--- src/rtl/tensor_axi_pkg.sv ---
`default_nettype none
// ============================================================================
// tensor_axi_pkg : constants and types shared by the DDR load/dump AXI engines
// Rev 1.0
// ============================================================================
package tensor_axi_pkg;

  localparam int          BEATS_PER_ROW    = 8;
  localparam logic [31:0] ROW_STRIDE_BYTES = 32'h0000_0040;
  localparam logic [2:0]  AXI_SIZE_8B      = 3'b011;
  localparam logic [1:0]  AXI_BURST_INCR   = 2'b01;
  localparam logic [1:0]  AXI_RESP_OKAY    = 2'b00;

  typedef enum logic [2:0] {
    IDLE       = 3'd0,
    AXI_AR     = 3'd1,
    AXI_R      = 3'd2,
    SRAM_WR    = 3'd3,
    CHECK_DONE = 3'd4
  } unpacker_state_t;

endpackage
`default_nettype wire

--- src/rtl/axi_beat_assembler.sv ---
`default_nettype none
// ============================================================================
// axi_beat_assembler : packs R-channel beats into one SRAM row, flags bad beats
// Rev 1.0
// ============================================================================
module axi_beat_assembler
  import tensor_axi_pkg::*;
#(
  parameter int AXI_DATA_WIDTH = 64,
  parameter int BEATS          = BEATS_PER_ROW
) (
  input  logic                            clk,
  input  logic                            rst,
  input  logic                            clear_i,
  input  logic                            capture_i,
  input  logic [AXI_DATA_WIDTH-1:0]       rdata_i,
  input  logic [1:0]                      rresp_i,
  input  logic                            rlast_i,
  output logic [AXI_DATA_WIDTH*BEATS-1:0] row_o,
  output logic                            row_full_o,
  output logic                            err_o
);

  localparam int             BCW       = (BEATS > 1) ? $clog2(BEATS) : 1;
  localparam logic [BCW-1:0] LAST_BEAT = BCW'(BEATS - 1);

  logic [BCW-1:0]                  beat_q, beat_d;
  logic [AXI_DATA_WIDTH*BEATS-1:0] row_q, row_d;
  logic                            last_beat;

  assign last_beat = (beat_q == LAST_BEAT);

  always_comb begin
    beat_d = beat_q;
    row_d  = row_q;
    if (clear_i) begin
      beat_d = '0;
    end else if (capture_i) begin
      row_d[int'(beat_q)*AXI_DATA_WIDTH +: AXI_DATA_WIDTH] = rdata_i;
      beat_d = last_beat ? '0 : beat_q + 1'b1;
    end
  end

  always_ff @(posedge clk or posedge rst) begin
    if (rst) begin
      beat_q <= '0;
      row_q  <= '0;
    end else begin
      beat_q <= beat_d;
      row_q  <= row_d;
    end
  end

  // rlast must coincide exactly with the final beat; the burst length is fixed.
  assign row_full_o = capture_i && last_beat;
  assign err_o      = capture_i && ((rresp_i != AXI_RESP_OKAY) || (rlast_i != last_beat));
  assign row_o      = row_q;

endmodule
`default_nettype wire

--- src/rtl/axi_master_unpacker.sv ---
`default_nettype none
// ============================================================================
// axi_master_unpacker : DDR-to-SRAM load engine, one AXI INCR burst per row
// Rev 1.0
// ============================================================================
module axi_master_unpacker
  import tensor_axi_pkg::*;
#(
  parameter int AXI_DATA_WIDTH  = 64,
  parameter int SRAM_DATA_WIDTH = 32,
  parameter int ARRAY_WIDTH     = 16,
  parameter int ADDR_WIDTH      = 10
) (
  input  logic                       clk,
  input  logic                       rst,
  input  logic                       start_load,
  output logic                       load_done_irq,
  output logic                       load_err,
  input  logic [63:0]                reg_ddr_addr,
  input  logic [31:0]                reg_m_len,
  input  logic [31:0]                reg_addr_a,
  output logic                       wr_en,
  output logic [ADDR_WIDTH-1:0]      wr_addr,
  output logic [SRAM_DATA_WIDTH-1:0] wr_data [ARRAY_WIDTH],
  output logic [31:0]                araddr,
  output logic [7:0]                 arlen,
  output logic [2:0]                 arsize,
  output logic [1:0]                 arburst,
  output logic                       arvalid,
  input  logic                       arready,
  input  logic [AXI_DATA_WIDTH-1:0]  rdata,
  input  logic [1:0]                 rresp,
  input  logic                       rlast,
  input  logic                       rvalid,
  output logic                       rready
);

  localparam int         ROW_W     = SRAM_DATA_WIDTH * ARRAY_WIDTH;
  localparam int         BEATS     = ROW_W / AXI_DATA_WIDTH;
  localparam logic [7:0] ARLEN_VAL = 8'(BEATS - 1);

  unpacker_state_t       state_q, state_d;
  logic [31:0]           ddr_addr_q, ddr_addr_d;
  logic [31:0]           m_len_q, m_len_d;
  logic [31:0]           row_cnt_q, row_cnt_d;
  logic [ADDR_WIDTH-1:0] sram_addr_q, sram_addr_d;
  logic                  err_q, err_d;
  logic                  irq_q, irq_d;
  logic                  ar_hs, r_hs, start_ok, last_row;
  logic                  row_full, beat_err;
  logic [ROW_W-1:0]      row;
  logic                  w_unused_bits;

  assign ar_hs    = arvalid && arready;
  assign r_hs     = rvalid && rready;
  assign start_ok = (state_q == IDLE) && start_load;
  assign last_row = (row_cnt_q + 32'd1) >= m_len_q;

  axi_beat_assembler #(
    .AXI_DATA_WIDTH (AXI_DATA_WIDTH),
    .BEATS          (BEATS)
  ) u_asm (
    .clk        (clk),
    .rst        (rst),
    .clear_i    (ar_hs),
    .capture_i  (r_hs),
    .rdata_i    (rdata),
    .rresp_i    (rresp),
    .rlast_i    (rlast),
    .row_o      (row),
    .row_full_o (row_full),
    .err_o      (beat_err)
  );

  always_ff @(posedge clk or posedge rst) begin
    if (rst) begin
      state_q <= IDLE;
    end else begin
      state_q <= state_d;
    end
  end

  always_comb begin
    state_d = state_q;
    case (state_q)
      IDLE:       if (start_load && (reg_m_len != 32'd0)) state_d = AXI_AR;
      AXI_AR:     if (arready) state_d = AXI_R;
      AXI_R:      if (row_full) state_d = SRAM_WR;
      SRAM_WR:    state_d = CHECK_DONE;
      CHECK_DONE: state_d = last_row ? IDLE : AXI_AR;
      default:    state_d = IDLE;
    endcase
  end

  always_comb begin
    arvalid = 1'b0;
    arlen   = '0;
    rready  = 1'b0;
    wr_en   = 1'b0;
    case (state_q)
      AXI_AR: begin
        arvalid = 1'b1;
        arlen   = ARLEN_VAL;
      end
      AXI_R:   rready = 1'b1;
      SRAM_WR: wr_en  = 1'b1;
      default: ;
    endcase
  end

  // Misaligned bases are flagged but still serviced from the row boundary below.
  always_comb begin
    ddr_addr_d  = ddr_addr_q;
    m_len_d     = m_len_q;
    row_cnt_d   = row_cnt_q;
    sram_addr_d = sram_addr_q;
    err_d       = err_q;
    irq_d       = 1'b0;
    if (start_ok) begin
      ddr_addr_d  = {reg_ddr_addr[31:6], 6'b0};
      sram_addr_d = reg_addr_a[ADDR_WIDTH-1:0];
      m_len_d     = reg_m_len;
      row_cnt_d   = '0;
      err_d       = |reg_ddr_addr[5:0];
      irq_d       = (reg_m_len == 32'd0);
    end
    if (beat_err) begin
      err_d = 1'b1;
    end
    if (state_q == CHECK_DONE) begin
      ddr_addr_d  = ddr_addr_q + ROW_STRIDE_BYTES;
      sram_addr_d = sram_addr_q + 1'b1;
      row_cnt_d   = row_cnt_q + 32'd1;
      irq_d       = last_row;
    end
  end

  always_ff @(posedge clk or posedge rst) begin
    if (rst) begin
      ddr_addr_q  <= '0;
      m_len_q     <= '0;
      row_cnt_q   <= '0;
      sram_addr_q <= '0;
      err_q       <= 1'b0;
      irq_q       <= 1'b0;
    end else begin
      ddr_addr_q  <= ddr_addr_d;
      m_len_q     <= m_len_d;
      row_cnt_q   <= row_cnt_d;
      sram_addr_q <= sram_addr_d;
      err_q       <= err_d;
      irq_q       <= irq_d;
    end
  end

  assign araddr        = ddr_addr_q;
  assign arsize        = AXI_SIZE_8B;
  assign arburst       = AXI_BURST_INCR;
  assign wr_addr       = sram_addr_q;
  assign load_err      = err_q;
  assign load_done_irq = irq_q;

  for (genvar gi = 0; gi < ARRAY_WIDTH; gi++) begin : g_elem
    assign wr_data[gi] = row[(gi+1)*SRAM_DATA_WIDTH-1 -: SRAM_DATA_WIDTH];
  end

  assign w_unused_bits = ^{reg_ddr_addr[63:32], reg_addr_a[31:ADDR_WIDTH]};

endmodule
`default_nettype wire

--- config.mk ---
export PLATFORM = sky130hd
export DESIGN_NAME = axi_master_unpacker
export DESIGN_NICKNAME = d
export VERILOG_FILES = /design/src/rtl/tensor_axi_pkg.sv /design/src/rtl/axi_beat_assembler.sv /design/src/rtl/axi_master_unpacker.sv
export SDC_FILE = /design/constraint.sdc
export NUM_CORES = 1
export LEC_CHECK = 0
export ABC_AREA = 1
export CORE_AREA = 2 2 304 306
export DETAILED_ROUTE_END_ITERATION = 12
export DIE_AREA = 0 0 306 308
export PLACE_DENSITY = 0.64
export SKIP_LAST_GASP = 1
export SYNTH_ARGS = -nofsm -noshare
export SYNTH_HDL_FRONTEND = slang
export SYNTH_SLANG_ARGS = --single-unit
--- constraint.sdc ---
create_clock -name clk -period 44.5 [get_ports clk]
set_input_delay 8.9 -clock clk [delete_from_list [all_inputs] [get_ports clk]]
set_output_delay 8.9 -clock clk [all_outputs]
set_load 0.05 [all_outputs]
==> impl_metrics.yaml, run 1 <==
setup_path:
  critPathKind: "reg2out"
  cp_cell_sequence: "nor3_1 > buf_4 > clkdlybuf4s50_1"
  critical_path.max_fanout: 5
  rrSetupSlack_ns: 40.33
  arrival_ns: 2.83
  slowest_delay_ns: 0.84
  crit_end: "arvalid"
  cp_slowest_cell: "clkdlybuf4s50_1"
  end_kind: "primary output"
  startpoint_type: "register"
  crit_required_ns: 35.60
  r2r_end: "u_asm.row_o[287]"
  r2r_start: "u_asm.beat_q[0]"
  crit_start: "state_q[2]"
  r2r_cells: 8
cts:
  htreeDepth: 3
  clockBufferDepth: 3
  cts_root_buffer: "clkbuf_16"
  clk_latency_ns: 0.65
  cts_tree: "yes"
  cts_resized: 0
  numCtsBuffers: 72
  cts_sinks: 620
  post_cts_buffers: 0
  path_clk_slew_ns: 0.06
  cts-hold-fix-buffers: 0
global_routing:
  grt_pass1_vias: 22500
  grt_usage_pct: 20.9
  grt_max_degree: 153
  antenna_found_initial: 4
  grt_pass1_wl_um: 147000
  overflow: 0
power:
  vdd_ir_drop_max_mv: 0.0390
  power_density_mw_per_mm2: 65.8
  sw_frac_of_total_pct: 44.5
  p_clk_share_pct: 25.8
  p_int_mw: 1.35
  leakage_nw: 16.7
  switching_power_mw: 1.09
  combPwrFrac_pct: 42.6
  power_frac_seq_pct: 31.6
detailed_routing:
  routed-wl-met3_um: 9190
  drc_errors: 0
  highest_layer: "met5"
  wl_um: 100000
  wl_met2_um: 48300
  routedWlPerCell_um: 21.1
  drt-met1-wl_um: 39800
  drt_iter0_drc: 1770
  drt-vias-per-instance: 4.75
  drt_first_pass_iters: 8
  num_vias: 22600
  ant_nets: 0
sta:
  period_minus_slack_ns: 11.73
  finalHoldViolations: 0
  slew_viol_final: 0
  final-setup-viol-count: 0
  rsz0062_at_grt: "false"
  fmax_mhz: 85.3
  fin_skew_ns: 0.0248
  fin_setup_tns_ns: 0
  fin_crit_sh_pct: 26.4
  relSlewSlack_pct: 33.9
  worst_slew_pin_slew_ns: 0.991
  whs_ns: 0.471
logic_synthesis:
  synthArstFlopShare_pct: 100
  synthTopCellsByArea: "dfrtp_1, nand2_1, o21ai_0, mux2_2, inv_1"
  synthFlopType: "dfrtp_1"
  yosysWarnings: 0
  netlist_area_mm2: 0.0265
  synth_top_area_cell: "dfrtp_1"
  postSynthAreaPerCell_um2: 9.25
  ys_seq_area_share_pct: 58.5
  synth-seq-cells: 620
  ys_types: 51
  synth_edf_count: 0
  synth_top_area_share_pct: 58.5
  syn_inst: 2867
placement:
  globalplace.congestion: 0.907
  hpwl_um: 71600
  io_buffer_count: 701
cells_and_area:
  nets: 3754
  most-common-layout-cells: "nand2_1, clkdlybuf4s50_1, dfrtp_1, o21ai_0, inv_1"
  layout_commonest_cell: "nand2_1"
  drive_gt1_share_pct: 7.31
  area.growth.synth_to_final_pct: 39.8
floorplanning:
  rows: 111
  io_pins: 772
  die_h_um: 308
  start_util_pct: 29.2
  dieArea_mm2: 0.0942
  die_w_um: 306
  core_area_mm2: 0.0910
job:
  cap_violations: 0
hold_path:
  hold_depth: 2
  hold_start: "u_asm.row_o[197]"
  hp-class: "reg2reg"
run_status:
  status: "completed"
[per-stage QoR]
| stage | util (%) | instance area [µm²] | cells | power, mW | setup slack [ns] |
|---|---|---|---|---|---|
| 2_1_floorplan | - | 26600 | 2881 | 1.41 | 18.24 |
| 3_3_place_gp | 38.0 | 34600 | 4627 | 1.82 | 32.49 |
| 3_5_place_dp | 38.0 | 34600 | 4627 | 1.82 | 32.49 |
| 4_1_cts | 40.8 | 37100 | 4755 | 2.46 | 32.71 |
| 5_1_grt | 40.8 | 37100 | 4755 | 2.56 | 32.66 |
| 6_report | 40.8 | 37100 | 4759 | 2.44 | 32.77 |
[state kept, by name, indices dropped and copies added, names as in the netlist]
signal and flops:
u_asm.row_o 512, m_len_q 32, row_cnt_q 32, araddr 26, wr_addr 10, state_q 3
u_asm.beat_q 3, load_done_irq 1, load_err 1
[cells by family (layout without fill, tap and decap cells)]
logic type      after synthesis  after routing  synth area share (%)
xor+xnor                     19             19                 0.627
buf+inv                     417           1105                  6.60
mux                          93             93                  3.94
flops                       620            620                  58.5
compound gates              549            549                  11.2
simple gates               1128           1128                  17.3
other cells                   2             20                0.0283
fa+ha+maj                    39             39                  1.84
[layer usage]
metal  up-vias  global-route usage, %
met4         4                   6.64
li1      10600                      -
met3       156                   6.90
met2       869                   35.3
met1     11000                   25.2
met5         -                      0
[layout make-up]
type	count	area, µm²
diodes	4	10.0
flip-flops and latches	620	15500
well taps	1186	1480
clock inverters	28	458
inverters	250	955
fillers	8855	53900
clock buffers	100	2060
multi-input cells	1844	9380
repair buffers	727	7220
[cell usage after synthesis (8+ instances only)]
cell type and n:
nor4_1 10, xor2_1 19, o31ai_1 42, ha_1 39, buf_2 37, buf_6 9, inv_1 245, clkbuf_1 94
nand4_1 15, nor2_1 186, mux2_2 88, o21ai_0 429, nand2_1 779, o211ai_1 12, dfrtp_1 620, nor3_1 24
o21ai_1 8, o22ai_1 12, buf_4 19, nand3_1 91, buf_1 8, a21oi_1 28
[critical path, delay by kind of cell, from the launching register on]
family                 cells  cell delay (ns)
DFF                        1             0.43
and+or+nand+nor            1             0.63
buffers and inverters      2             1.12
[worst min-delay path by stage]
stage	end	slack, ns
finish	u_asm.row_o[197]	0.47
global route	u_asm.row_o[197]	0.49
global placement	u_asm.row_o[194]	0.46
CTS	u_asm.row_o[197]	0.47
floorplan	m_len_q[0]	0.45
detailed placement	u_asm.row_o[197]	0.46
[power by group through the flow]
stage | clock [mW] | sequential [mW] | combinational, mW
final | 0.630 | 0.771 | 1.04
after global placement | 0 | 0.774 | 1.04
after floorplan | 0 | 1.13 | 0.285
after detailed placement | 0 | 0.777 | 1.05
after global routing | 0.666 | 0.786 | 1.10
after CTS | 0.643 | 0.770 | 1.05
Note: power is estimated with default switching activity, not from simulation.
==> inputs of run 2 (changes only) <==
clock period = 11 ns   (was 44.5 ns; I/O delays follow)
==> impl_metrics.yaml, run 2 (same netlist as run 1, synthesis figures left out) <==
power:
  power_density_mw_per_mm2: 266
  leakage_nw: 16.7
  vdd_ir_drop_max_mv: 0.187
setup_path:
  arrival_ns: 3.01
  critPathKind: "reg2out"
  end_kind: "primary output"
  startpoint_type: "register"
  crit_required_ns: 8.80
  cp_cell_sequence: "nor3_2 > clkdlybuf4s50_1"
  cp_slowest_cell: "clkdlybuf4s50_1"
  critical_path.max_fanout: 7
  slowest_delay_ns: 0.98
  rrSetupSlack_ns: 6.72
placement:
  hpwl_um: 70600
  globalplace.congestion: 0.907
  io_buffer_count: 701
  pre_cts_ws_ns: 5.80
detailed_routing:
  drt-met1-wl_um: 39700
  num_vias: 22800
  routedWlPerCell_um: 21.1
  highest_layer: "met5"
  wl_met2_um: 48400
  routed-wl-met3_um: 8860
  drt_iter0_drc: 1569
  drt_first_pass_iters: 6
  ant_nets: 0
  drc_errors: 0
  drt-vias-per-instance: 4.79
  wl_um: 100000
cts:
  clk_latency_ns: 0.65
  post_cts_buffers: 0
  cts_resized: 0
  cts_sinks: 620
  cts-hold-fix-buffers: 0
  numCtsBuffers: 73
  htreeDepth: 3
  clockBufferDepth: 3
  path_clk_slew_ns: 0.06
  cts_root_buffer: "clkbuf_16"
  cts_tree: "yes"
sta:
  fin_crit_sh_pct: 47.3
  rsz0062_at_grt: "false"
  whs_ns: 0.476
  fin_skew_ns: 0.0223
  relSlewSlack_pct: 22.9
  slew_viol_final: 0
  final-setup-viol-count: 0
  worst_slew_pin_slew_ns: 1.15
  fmax_mhz: 192
  fin_setup_tns_ns: 0
  timing.final.ws_setup_ns: 5.79
  finalHoldViolations: 0
  period_minus_slack_ns: 5.21
global_routing:
  grt_pass1_wl_um: 147000
  grt_pass1_vias: 22600
  overflow: 0
  grt_usage_pct: 20.8
  grt_max_degree: 163
  antenna_found_initial: 2
job:
  cap_violations: 0
floorplanning:
  rows: 111
  die_h_um: 308
  core_area_mm2: 0.0910
  start_util_pct: 29.2
  io_pins: 772
  dieArea_mm2: 0.0942
  die_w_um: 306
cells_and_area:
  n_fill_cell: 8918
  largest_reg_flops: 512
  layout_commonest_cell: "nand2_1"
  nets: 3754
  utilization_pct: 40.7
  area.growth.synth_to_final_pct: 39.7
  drive_gt1_share_pct: 7.20
  most-common-layout-cells: "nand2_1, clkdlybuf4s50_1, dfrtp_1, o21ai_0, inv_1"
hold_path:
  hp-class: "reg2reg"
run_status:
  status: "completed"
## run 2: cell types whose count changed in the layout (fill, tap and decap cells not counted), sizes merged
cell	previous run	this run
clkinvlp	3	1
clkbuf	100	104
bufinv	8	5
clkinv	16	17
buf	26	25
diode	4	1
inv	251	250
## run 2: worst paths after layout
| kind | cells past startpoint | endpoint | from |
|---|---|---|---|
| worst max-delay path | 2 | arlen[0] | state_q[2] |
| worst min-delay path | 2 | u_asm.row_o[194] | u_asm.row_o[194] |
| worst max register to register | 8 | u_asm.row_o[300] | u_asm.beat_q[0] |
| worst min register to register | 2 | u_asm.row_o[194] | u_asm.row_o[194] |
| max in group asynchronous | 4 | u_asm.row_o[159] | rst |
| min in group asynchronous | 3 | u_asm.row_o[6] | rst |
## run 2: critical path: cells and delay by family, from the launching register on
kind,cells,cell delay (ns)
flip-flops,1,0.43
buffers and inverters,1,0.98
AND/OR/NAND/NOR,1,0.95
## run 2: area by class of cell
class / instances / area [µm²] / area share, %
flip-flops and latches: 620 / 15500 / 41.9
multi-input cells: 1844 / 9380 / 25.3
repair buffers: 726 / 7240 / 19.5
clock buffers: 104 / 2090 / 5.65
well taps: 1186 / 1480 / 4.00
inverters: 250 / 950 / 2.56
clock inverters: 23 / 393 / 1.06
diodes: 1 / 2.50 / 0.00675
## run 2: report_power, final
part / total [mW] / internal (mW) / switching [mW]
clock: 2.51 / 1.46 / 1.05
combinational: 4.23 / 1.19 / 3.03
sequential: 3.12 / 2.78 / 0.340
## run 2: per-stage QoR
step | power [mW] | cell area [µm²] | cells
floorplan | 5.72 | 26600 | 2881
global placement | 7.33 | 34600 | 4626
detailed placement | 7.38 | 34600 | 4626
CTS | 9.94 | 37100 | 4753
global route | 10.3 | 37100 | 4753
finish | 9.86 | 37100 | 4754
## run 2: layer usage
layer | global-route usage [%] | up-vias
met5 | 0 | -
met4 | 7.30 | 2
met3 | 6.73 | 148
met2 | 35.4 | 905
met1 | 24.7 | 11100
li1 | - | 10600
